[src/rtl/femto_clkdiv_pkg.sv]
// Shared clock-block definitions: minimum legal divisor and counter sizing rule.
package femto_clkdiv_pkg;

    // Smallest divisor that still produces a real high and low phase.
    localparam int MIN_DIV = 2;

    // Bits needed for a counter that must be able to hold the value n.
    function automatic int cnt_width(input int n);
        return (n < 2) ? 1 : $clog2(n + 1);
    endfunction

endpackage

[src/rtl/femto_clkdiv_chan.sv]
// One divided-clock channel: period counter, pending divisor slot, lock tracker.
module femto_clkdiv_chan
    import femto_clkdiv_pkg::*;
#(
    parameter int DIVW         = 8,
    parameter int DIV_INIT     = 2,
    parameter int LOCK_PERIODS = 4
) (
    input  logic            pclk,
    input  logic            resetn,
    input  logic            wr_en,
    input  logic [DIVW-1:0] wr_div,
    output logic            clk_out,
    output logic            clk_en,
    output logic            locked,
    output logic            pending
);

    localparam int LW = cnt_width(LOCK_PERIODS);
    localparam logic [DIVW-1:0] DIV_RST =
        (DIV_INIT < MIN_DIV) ? DIVW'(MIN_DIV) : DIVW'(DIV_INIT);

    logic [DIVW-1:0] d;
    logic [DIVW-1:0] cnt;
    logic [DIVW-1:0] pend_div;
    logic [DIVW-1:0] cnt_n;
    logic [DIVW-1:0] d_n;
    logic [DIVW-1:0] wr_div_c;
    logic [LW-1:0]   lock_cnt;
    logic            wrap;

    // Next counter/divisor: a pending divisor only takes over at the period boundary.
    always_comb begin
        wrap     = (cnt == d - DIVW'(1));
        wr_div_c = (wr_div < DIVW'(MIN_DIV)) ? DIVW'(MIN_DIV) : wr_div;
        cnt_n    = wrap ? '0 : cnt + DIVW'(1);
        d_n      = (wrap && pending) ? pend_div : d;
    end

    // Counter, registered outputs (computed from next state so they track cnt), lock and pending.
    always_ff @(posedge pclk or negedge resetn) begin
        if (!resetn) begin
            cnt      <= '0;
            d        <= DIV_RST;
            pend_div <= DIV_RST;
            pending  <= 1'b0;
            clk_out  <= 1'b0;
            clk_en   <= 1'b0;
            locked   <= 1'b0;
            lock_cnt <= '0;
        end else begin
            cnt     <= cnt_n;
            d       <= d_n;
            clk_out <= (cnt_n < (d_n >> 1));
            clk_en  <= (cnt_n == d_n - DIVW'(1));
            if (wrap && pending) begin
                // New divisor starts: lock must be re-earned, even for an identical value.
                pending  <= 1'b0;
                locked   <= 1'b0;
                lock_cnt <= '0;
            end else if (wrap && !locked) begin
                if (lock_cnt == LW'(LOCK_PERIODS - 1))
                    locked <= 1'b1;
                else
                    lock_cnt <= lock_cnt + LW'(1);
            end
            // wr_en is only granted while nothing is pending, so it never races the clear above.
            if (wr_en) begin
                pending  <= 1'b1;
                pend_div <= wr_div_c;
            end
        end
    end

endmodule

[src/rtl/femto_clkdiv.sv]
// Multi-channel clock divider with config handshake and lock-gated downstream reset.
module femto_clkdiv
    import femto_clkdiv_pkg::*;
#(
    parameter int NCH          = 2,
    parameter int DIVW         = 8,
    parameter int DIV_INIT     = 2,
    parameter int LOCK_PERIODS = 4,
    parameter int RST_HOLD     = 16   // expected >= 1
) (
    input  logic            pclk,
    input  logic            resetn,
    input  logic            cfg_valid,
    output logic            cfg_ready,
    input  logic [2:0]      cfg_ch,
    input  logic [DIVW-1:0] cfg_div,
    output logic [NCH-1:0]  clk_out,
    output logic [NCH-1:0]  clk_en,
    output logic [NCH-1:0]  locked,
    output logic            rstn_out
);

    localparam int HW = cnt_width(RST_HOLD);

    logic [NCH-1:0] pending;
    logic [NCH-1:0] wr_en;
    logic [HW-1:0]  hold_cnt;
    logic           all_locked;

    // Ready decode: busy only if the addressed channel already has an update queued.
    always_comb begin
        cfg_ready = 1'b1;
        for (int i = 0; i < NCH; i++)
            if (cfg_ch == 3'(i)) cfg_ready = !pending[i];
    end

    // Per-channel write strobes; out-of-range channels get none, so the write is dropped.
    always_comb begin
        wr_en = '0;
        for (int i = 0; i < NCH; i++)
            wr_en[i] = cfg_valid && cfg_ready && (cfg_ch == 3'(i));
    end

    assign all_locked = &locked;

    genvar g;
    generate
        for (g = 0; g < NCH; g++) begin : g_chan
            femto_clkdiv_chan #(
                .DIVW         (DIVW),
                .DIV_INIT     (DIV_INIT),
                .LOCK_PERIODS (LOCK_PERIODS)
            ) u_chan (
                .pclk    (pclk),
                .resetn  (resetn),
                .wr_en   (wr_en[g]),
                .wr_div  (cfg_div),
                .clk_out (clk_out[g]),
                .clk_en  (clk_en[g]),
                .locked  (locked[g]),
                .pending (pending[g])
            );
        end
    endgenerate

    // Downstream reset sequencer: release after RST_HOLD locked cycles, drop as soon as lock is lost.
    always_ff @(posedge pclk or negedge resetn) begin
        if (!resetn) begin
            hold_cnt <= '0;
            rstn_out <= 1'b0;
        end else if (!all_locked) begin
            hold_cnt <= '0;
            rstn_out <= 1'b0;
        end else if (!rstn_out) begin
            if (hold_cnt == HW'(RST_HOLD - 1))
                rstn_out <= 1'b1;
            else
                hold_cnt <= hold_cnt + HW'(1);
        end
    end

endmodule

[config.mk]
export PLATFORM = sky130hd
export DESIGN_NAME = femto_clkdiv
export DESIGN_NICKNAME = d
export VERILOG_FILES = /design/src/rtl/femto_clkdiv_pkg.sv /design/src/rtl/femto_clkdiv_chan.sv /design/src/rtl/femto_clkdiv.sv
export SDC_FILE = /design/constraint.sdc
export NUM_CORES = 1
export LEC_CHECK = 0
export CORE_MARGIN = 1.5
export CORE_UTILIZATION = 55
export CTS_CLUSTER_SIZE = 24
export DETAILED_ROUTE_END_ITERATION = 10
export PLACE_DENSITY = 0.77
export SETUP_SLACK_MARGIN = 0.15
export SLEW_MARGIN = 30
export SYNTH_ARGS = -nofsm -noshare
export SYNTH_HDL_FRONTEND = slang
export SYNTH_SLANG_ARGS = --single-unit
[constraint.sdc]
create_clock -name pclk -period 3.25 [get_ports pclk]
set_input_delay 0.65 -clock pclk [delete_from_list [all_inputs] [get_ports pclk]]
set_output_delay 0.65 -clock pclk [all_outputs]
set_load 0.02 [all_outputs]
**Word level (Yosys, flattened, before mapping)**

Cells that the tools add are included.

- Output and inout bits: 8
- Input bits: 14
- Bits in registers: 68
- Word-level logic and storage cells: 95

- Eq/ne operators: 12
- Add/subtract/negate cells: 9
- Reductions and logical operators: 24
- Muxes and demuxes: 29
- Magnitude comparators: 3

Operator list:

| cell | count |
|---|---|
| 8-bit 2-to-1 mux | 5 |
| 8-bit equality test | 4 |
| 8-bit by 1-bit subtractor with 8-bit output, second input constant | 4 |
| 3-bit 2-to-1 mux | 6 |
| 8-bit by 1-bit adder with 8-bit output, second input constant | 2 |
| 8-bit by 7-bit < comparator with 1-bit output | 2 |
| 1-bit 2-to-1 mux | 15 |
| 5-bit 2-to-1 mux | 3 |
| 2-bit AND reduction | 6 |
| 2-bit nonzero test | 6 |
| 8-bit by 2-bit < comparator with 1-bit output, second input constant | 1 |
| 1-bit logical AND | 7 |
| 3-bit by 1-bit adder with 3-bit output, second input constant | 2 |
| 3-bit by 2-bit equality test with 1-bit output, second input constant | 2 |
| 5-bit by 1-bit adder with 5-bit output, second input constant | 1 |
| 5-bit by 4-bit equality test with 1-bit output, second input constant | 1 |
| 1-bit zero test | 4 |
| 2-bit by 1-bit inequality test with 1-bit output, second input constant | 2 |
| 2-bit inequality test, second input constant | 2 |
| 3-bit by 1-bit equality test with 1-bit output, second input constant | 1 |
| 3-bit zero test | 1 |

**Longest topological paths before layout**

- Depth after elaboration: 6
- Gate-level depth with buffers: 14
- Mapped depth without buffers: 13

**By module**

Synthesis repeated with hierarchy kept, for this count alone.

- Cells, all modules: 499
- Area, all modules: 4688.2 µm²

Modules (own cells, without submodules):

| module | area each (µm²) | sequential area each (µm²) | instances | cells an instance |
|---|---|---|---|---|
| femto_clkdiv_chan (g_chan[1].u_chan) | 2224.6 | 778.2 | 1 | 241 |
| femto_clkdiv_chan (g_chan[0].u_chan) | 2148.3 | 778.2 | 1 | 225 |
| femto_clkdiv | 315.3 | 150.1 | 1 | 33 |

**Least setup slack after synthesis**

No wires, ideal clock.

- Path kind: register -> register
- Start point: register g_chan[0].u_chan.d[1]
- End point: register g_chan[0].u_chan.clk_out
- Clock period less this slack: 3154 ps
- Setup slack: 96 ps
- Required time: 3185 ps
- Library setup time: 65 ps
- Stages on the path, launching flop included: 14
- Arrival: 3089 ps
- Path buffers: 1
- Cells stage by stage: dfstp_2 > inv_1 > ha_1 > or3_1 > a31oi_1 > nand4_1 > nor2_1 > buf_4 > mux2i_1 > ha_1 > a21o_1 > a21o_1 > a211oi_1 > o21a_1

- Longest elaborated chain between the ends: 5
- Elaborated cells between the ends (all ways): 6
- Those cells by class: add/sub (1); order compare (1); eq/ne (1); mux (2); reduce/logical (1)

RTL lines:

| element | line | text |
|---|---|---|
| from (decl) | femto_clkdiv_chan.sv:23 | `logic [DIVW-1:0] d;` |
| from (signal assigned) | femto_clkdiv_chan.sv:53 | `d <= d_n;` |
| 8-bit by 1-bit subtractor with 8-bit output | femto_clkdiv_chan.sv:34 | `wrap = (cnt == d - DIVW'(1));` |
| 8-bit equality test | femto_clkdiv_chan.sv:34 |  |
| 1-bit logical AND | femto_clkdiv_chan.sv:37 | `d_n = (wrap && pending) ? pend_div : d;` |
| 8-bit 2-to-1 mux | femto_clkdiv_chan.sv:37 |  |
| 8-bit by 7-bit < comparator with 1-bit output * | femto_clkdiv_chan.sv:54 | `clk_out <= (cnt_n < (d_n >> 1));` |
| to (signal assigned) | femto_clkdiv_chan.sv:54 |  |
| to (decl) | femto_clkdiv_chan.sv:13 | `output logic clk_out,` |

Every way passes the cells marked *; elsewhere a longest branch is shown, timed or not.
A chain may end at the register's enable or synchronous reset.

**Final worst setup path**

- Start point: register g_chan[1].u_chan.d[4]
- End point: register g_chan[1].u_chan.clk_en

- Longest elaborated chain between the ends: 6
- Elaborated cells between the ends (all ways): 7
- Those cells by class: add/sub (2); eq/ne (2); mux (2); reduce/logical (1)

RTL lines:

| element | line | text |
|---|---|---|
| from (decl) | femto_clkdiv_chan.sv:23 |  |
| from (signal assigned) | femto_clkdiv_chan.sv:53 |  |
| 8-bit by 1-bit subtractor with 8-bit output | femto_clkdiv_chan.sv:34 |  |
| 8-bit equality test | femto_clkdiv_chan.sv:34 |  |
| 1-bit logical AND | femto_clkdiv_chan.sv:37 |  |
| 8-bit 2-to-1 mux | femto_clkdiv_chan.sv:37 |  |
| 8-bit by 1-bit subtractor with 8-bit output | femto_clkdiv_chan.sv:55 | `clk_en <= (cnt_n == d_n - DIVW'(1));` |
| 8-bit equality test * | femto_clkdiv_chan.sv:55 |  |
| to (signal assigned) | femto_clkdiv_chan.sv:55 |  |
| to (decl) | femto_clkdiv_chan.sv:14 | `output logic clk_en,` |

Marks and branches as above.

==> flow_summary.json <==
{
  "critPathMaxStageDelay_ns": 0.42,
  "cp-start-kind": "register",
  "top_layer": "met4",
  "clk_pin_slew_ns": 0.09,
  "cp.depth": 12,
  "overflow": 0,
  "setup_ws_ns": 0.000967,
  "wl_per_cell_um": 19.0,
  "endpoint": "g_chan[1].u_chan.clk_en",
  "yosysTopAreaCell": "dfrtp_1",
  "core-area_um2": 7770,
  "fmax_mhz": 308,
  "cp_slowest_cell": "dfrtp_1",
  "reg2reg_to": "g_chan[1].u_chan.clk_en",
  "startpoint": "g_chan[1].u_chan.d[4]",
  "regArea_um2": 1710,
  "place_ws_ns": -0.122,
  "required_ns": 3.52,
  "holdBufCountCts": 0,
  "rr_worst_depth": 12,
  "multi_input_area_um2": 2840,
  "tns_ns": 0,
  "synth_common_cells": "dfrtp_1, nor2_1, nand2_1, inv_1, xnor2_1",
  "worstMarginPinSlew_ns": 0.587,
  "cts-root-buf": "clkbuf_8",
  "ys_seq_elements": 68,
  "antenna_left": 0,
  "port_buffers": 21,
  "synth_flop_cell": "dfrtp_1",
  "synth_nets": 514,
  "cts_tree": "built",
  "met1Wirelength_um": 4770,
  "crit_path_end_kind": "register",
  "chipWidth_um": 92.8,
  "status": "complete, no violations",
  "crit_buf_inv": 3,
  "post-route-period-util_pct": 100,
  "synth_most_common_cell": "dfrtp_1",
  "ir_worst_vdd_mv": 0.285,
  "fill_cells": 537,
  "path_delay_family": "simple AND/OR/NAND/NOR gates",
  "fp.dieH_um": 92.8,
  "finalClockSkew_ns": 0.0133,
  "avgSynthCellArea_um2": 9.31,
  "place.gp.congestion": 0.951,
  "start_util_pct": 57.1,
  "fin_crit_ns": 3.25,
  "cts_made_buffers": 9,
  "total_power_mw": 1.70,
  "clock_sinks": 68,
  "dp_hpwl_um": 8370,
  "route.detailed.drc": 0,
  "syn_area_um2": 4430,
  "route.met3.wl_um": 586,
  "synth_warnings": 0,
  "wirelength_um": 12100,
  "die_area_um2": 8610,
  "grt_pass1_wl_um": 18600,
  "gr-usage-all-layers_pct": 28.0,
  "route.met2.wl_um": 6310,
  "cts_buffer_depth": 2,
  "synthDistinctLibCells": 58,
  "setup_viol": 0,
  "area_delta_synth_final_pct": 26.6,
  "p_leak_nw": 2.53,
  "critPathArrivalTime_ns": 3.52,
  "drive_gt1_share_pct": 28.7,
  "cap_violations": 0,
  "dr.pass1.iters": 4,
  "path_max_fanout": 5,
  "core.rowCount": 32,
  "slew_headroom_pct": 60.7,
  "synth.top_cell.area_share_pct": 36.1,
  "reg2reg_slack_ns": 0.001,
  "hold_viol_final": 0,
  "htree_levels": 3,
  "layout.nets": 569,
  "rsz0062_at_grt": "yes",
  "async_flop_share_pct": 100,
  "reg2reg_from": "g_chan[1].u_chan.d[4]",
  "final_core_util_pct": 72.2,
  "path_cells": "or3_4, or3_4, a211oi_4, nand4_4, buf_4, buf_4, clkbuf_16, nor3_1, o21ai_1, nor3_1, a31oi_1, nor4_2",
  "synthTopCellsByArea": "dfrtp_1, ha_1, xnor2_1",
  "grt_max_degree": 32,
  "whs_ns": 0.205,
  "vias_per_cell": 6.02,
  "ios": 22,
  "antenna_found_initial": 0,
  "powerDensity_nw_per_um2": 303,
  "antennaDiodeCount": 0,
  "ys_seq_area_share_pct": 38.5,
  "syn_inst": 476,
  "grt_pass1_vias": 3843,
  "drt-initial-drc-count": 218,
  "slew_violations": 0,
  "vias": 3842,
  "crit_type": "reg -> reg",
  "hold_class": "in -> async",
  "synth-edff-count": 0,
  "clk_latency_ns": 0.36
}
[sequential cells by signal, indices dropped and copies added, names as in the netlist]
name,count
g_chan.u_chan.clk_en,2
g_chan.u_chan.clk_out,2
g_chan.u_chan.cnt,16
g_chan.u_chan.d,16
g_chan.u_chan.lock_cnt,6
g_chan.u_chan.locked,2
g_chan.u_chan.pend_div,16
g_chan.u_chan.pending,2
hold_cnt,5
rstn_out,1
[report_power, final]
part / leakage (nW) / switching, mW / internal [mW]
Clock: 0.110 / 0.364 / 0.436
Combinational: 1.53 / 0.0295 / 0.0196
Sequential: 0.892 / 0.00251 / 0.847
[layer usage]
layer	global-route usage (%)	up-vias
li1	-	1773
met1	33.1	1885
met2	48.9	145
met3	5.42	39
met4	12.5	0
met5	0	-
[layout by cell type, fill, tap and decap left out, types with 4 or more instances in the layout]
master	synthesis	routed
o21ai_0	20	19
nor2_1	48	45
xnor2_1	29	27
mux2i_4	0	5
o22ai_1	4	4
nand3_1	18	17
mux2_2	17	15
nor2b_1	6	6
ha_1	24	18
mux2i_1	10	7
inv_1	30	27
or2_2	8	8
buf_4	8	42
clkdlybuf4s50_1	0	20
a31oi_1	7	5
dfstp_2	4	4
clkbuf_8	0	9
dfrtp_1	64	62
nand2_1	33	30
nand4_1	6	6
and2_1	7	4
xor2_1	21	20
nor3_1	16	13
a21oi_1	17	14
a21o_1	5	5
and3_1	6	6
ha_4	0	6
[through the flow]
step / area, um2 / cells
floorplan: 4440 / 476
global placement: 4900 / 608
detailed placement: 4900 / 608
CTS: 5260 / 629
global route: 5610 / 638
finish: 5610 / 638
[layout make-up]
type | instances | share of cell area, %
clock buffer | 9 | 2.21
tap | 102 | 2.28
multi-input combinational | 354 | 50.6
timing repair buffer | 68 | 10.7
sequential | 68 | 30.5
inverter | 30 | 2.01
clock inverter | 7 | 1.76
[worst min-delay path by stage]
stage | startpoint | slack (ns) | endpoint
CTS | resetn | 0.20 | g_chan[1].u_chan.cnt[4]
floorplan | resetn | 0.35 | g_chan[0].u_chan.clk_en
global route | resetn | 0.23 | g_chan[1].u_chan.lock_cnt[1]
detailed placement | g_chan[0].u_chan.pend_div[1] | 0.49 | g_chan[0].u_chan.pend_div[1]
global placement | g_chan[0].u_chan.pend_div[1] | 0.49 | g_chan[0].u_chan.pend_div[1]
finish | resetn | 0.21 | g_chan[1].u_chan.lock_cnt[1]
[cell families (layout without fill, tap and decap cells)]
family | count (synthesis) | in the layout | synth area share (%)
multiplexers | 30 | 30 | 7.51
flip-flops | 68 | 68 | 38.5
XOR/XNOR | 50 | 50 | 9.88
adder cells (fa/ha/maj) | 24 | 24 | 6.78
buffers and inverters | 54 | 114 | 5.70
AO/OA/AOI/OAI | 82 | 82 | 12.4
AND/OR/NAND/NOR | 168 | 168 | 19.2
[repair_timing]
action                                  in CTS  in global routing
gates resized for setup                     20                 48
pin swaps                                    8                 19
cloned                                       0                  1
endpoints found under the setup margin       4                  4
buffers inserted                             5                  8
No activity file was read; power rests on OpenSTA's default activity.
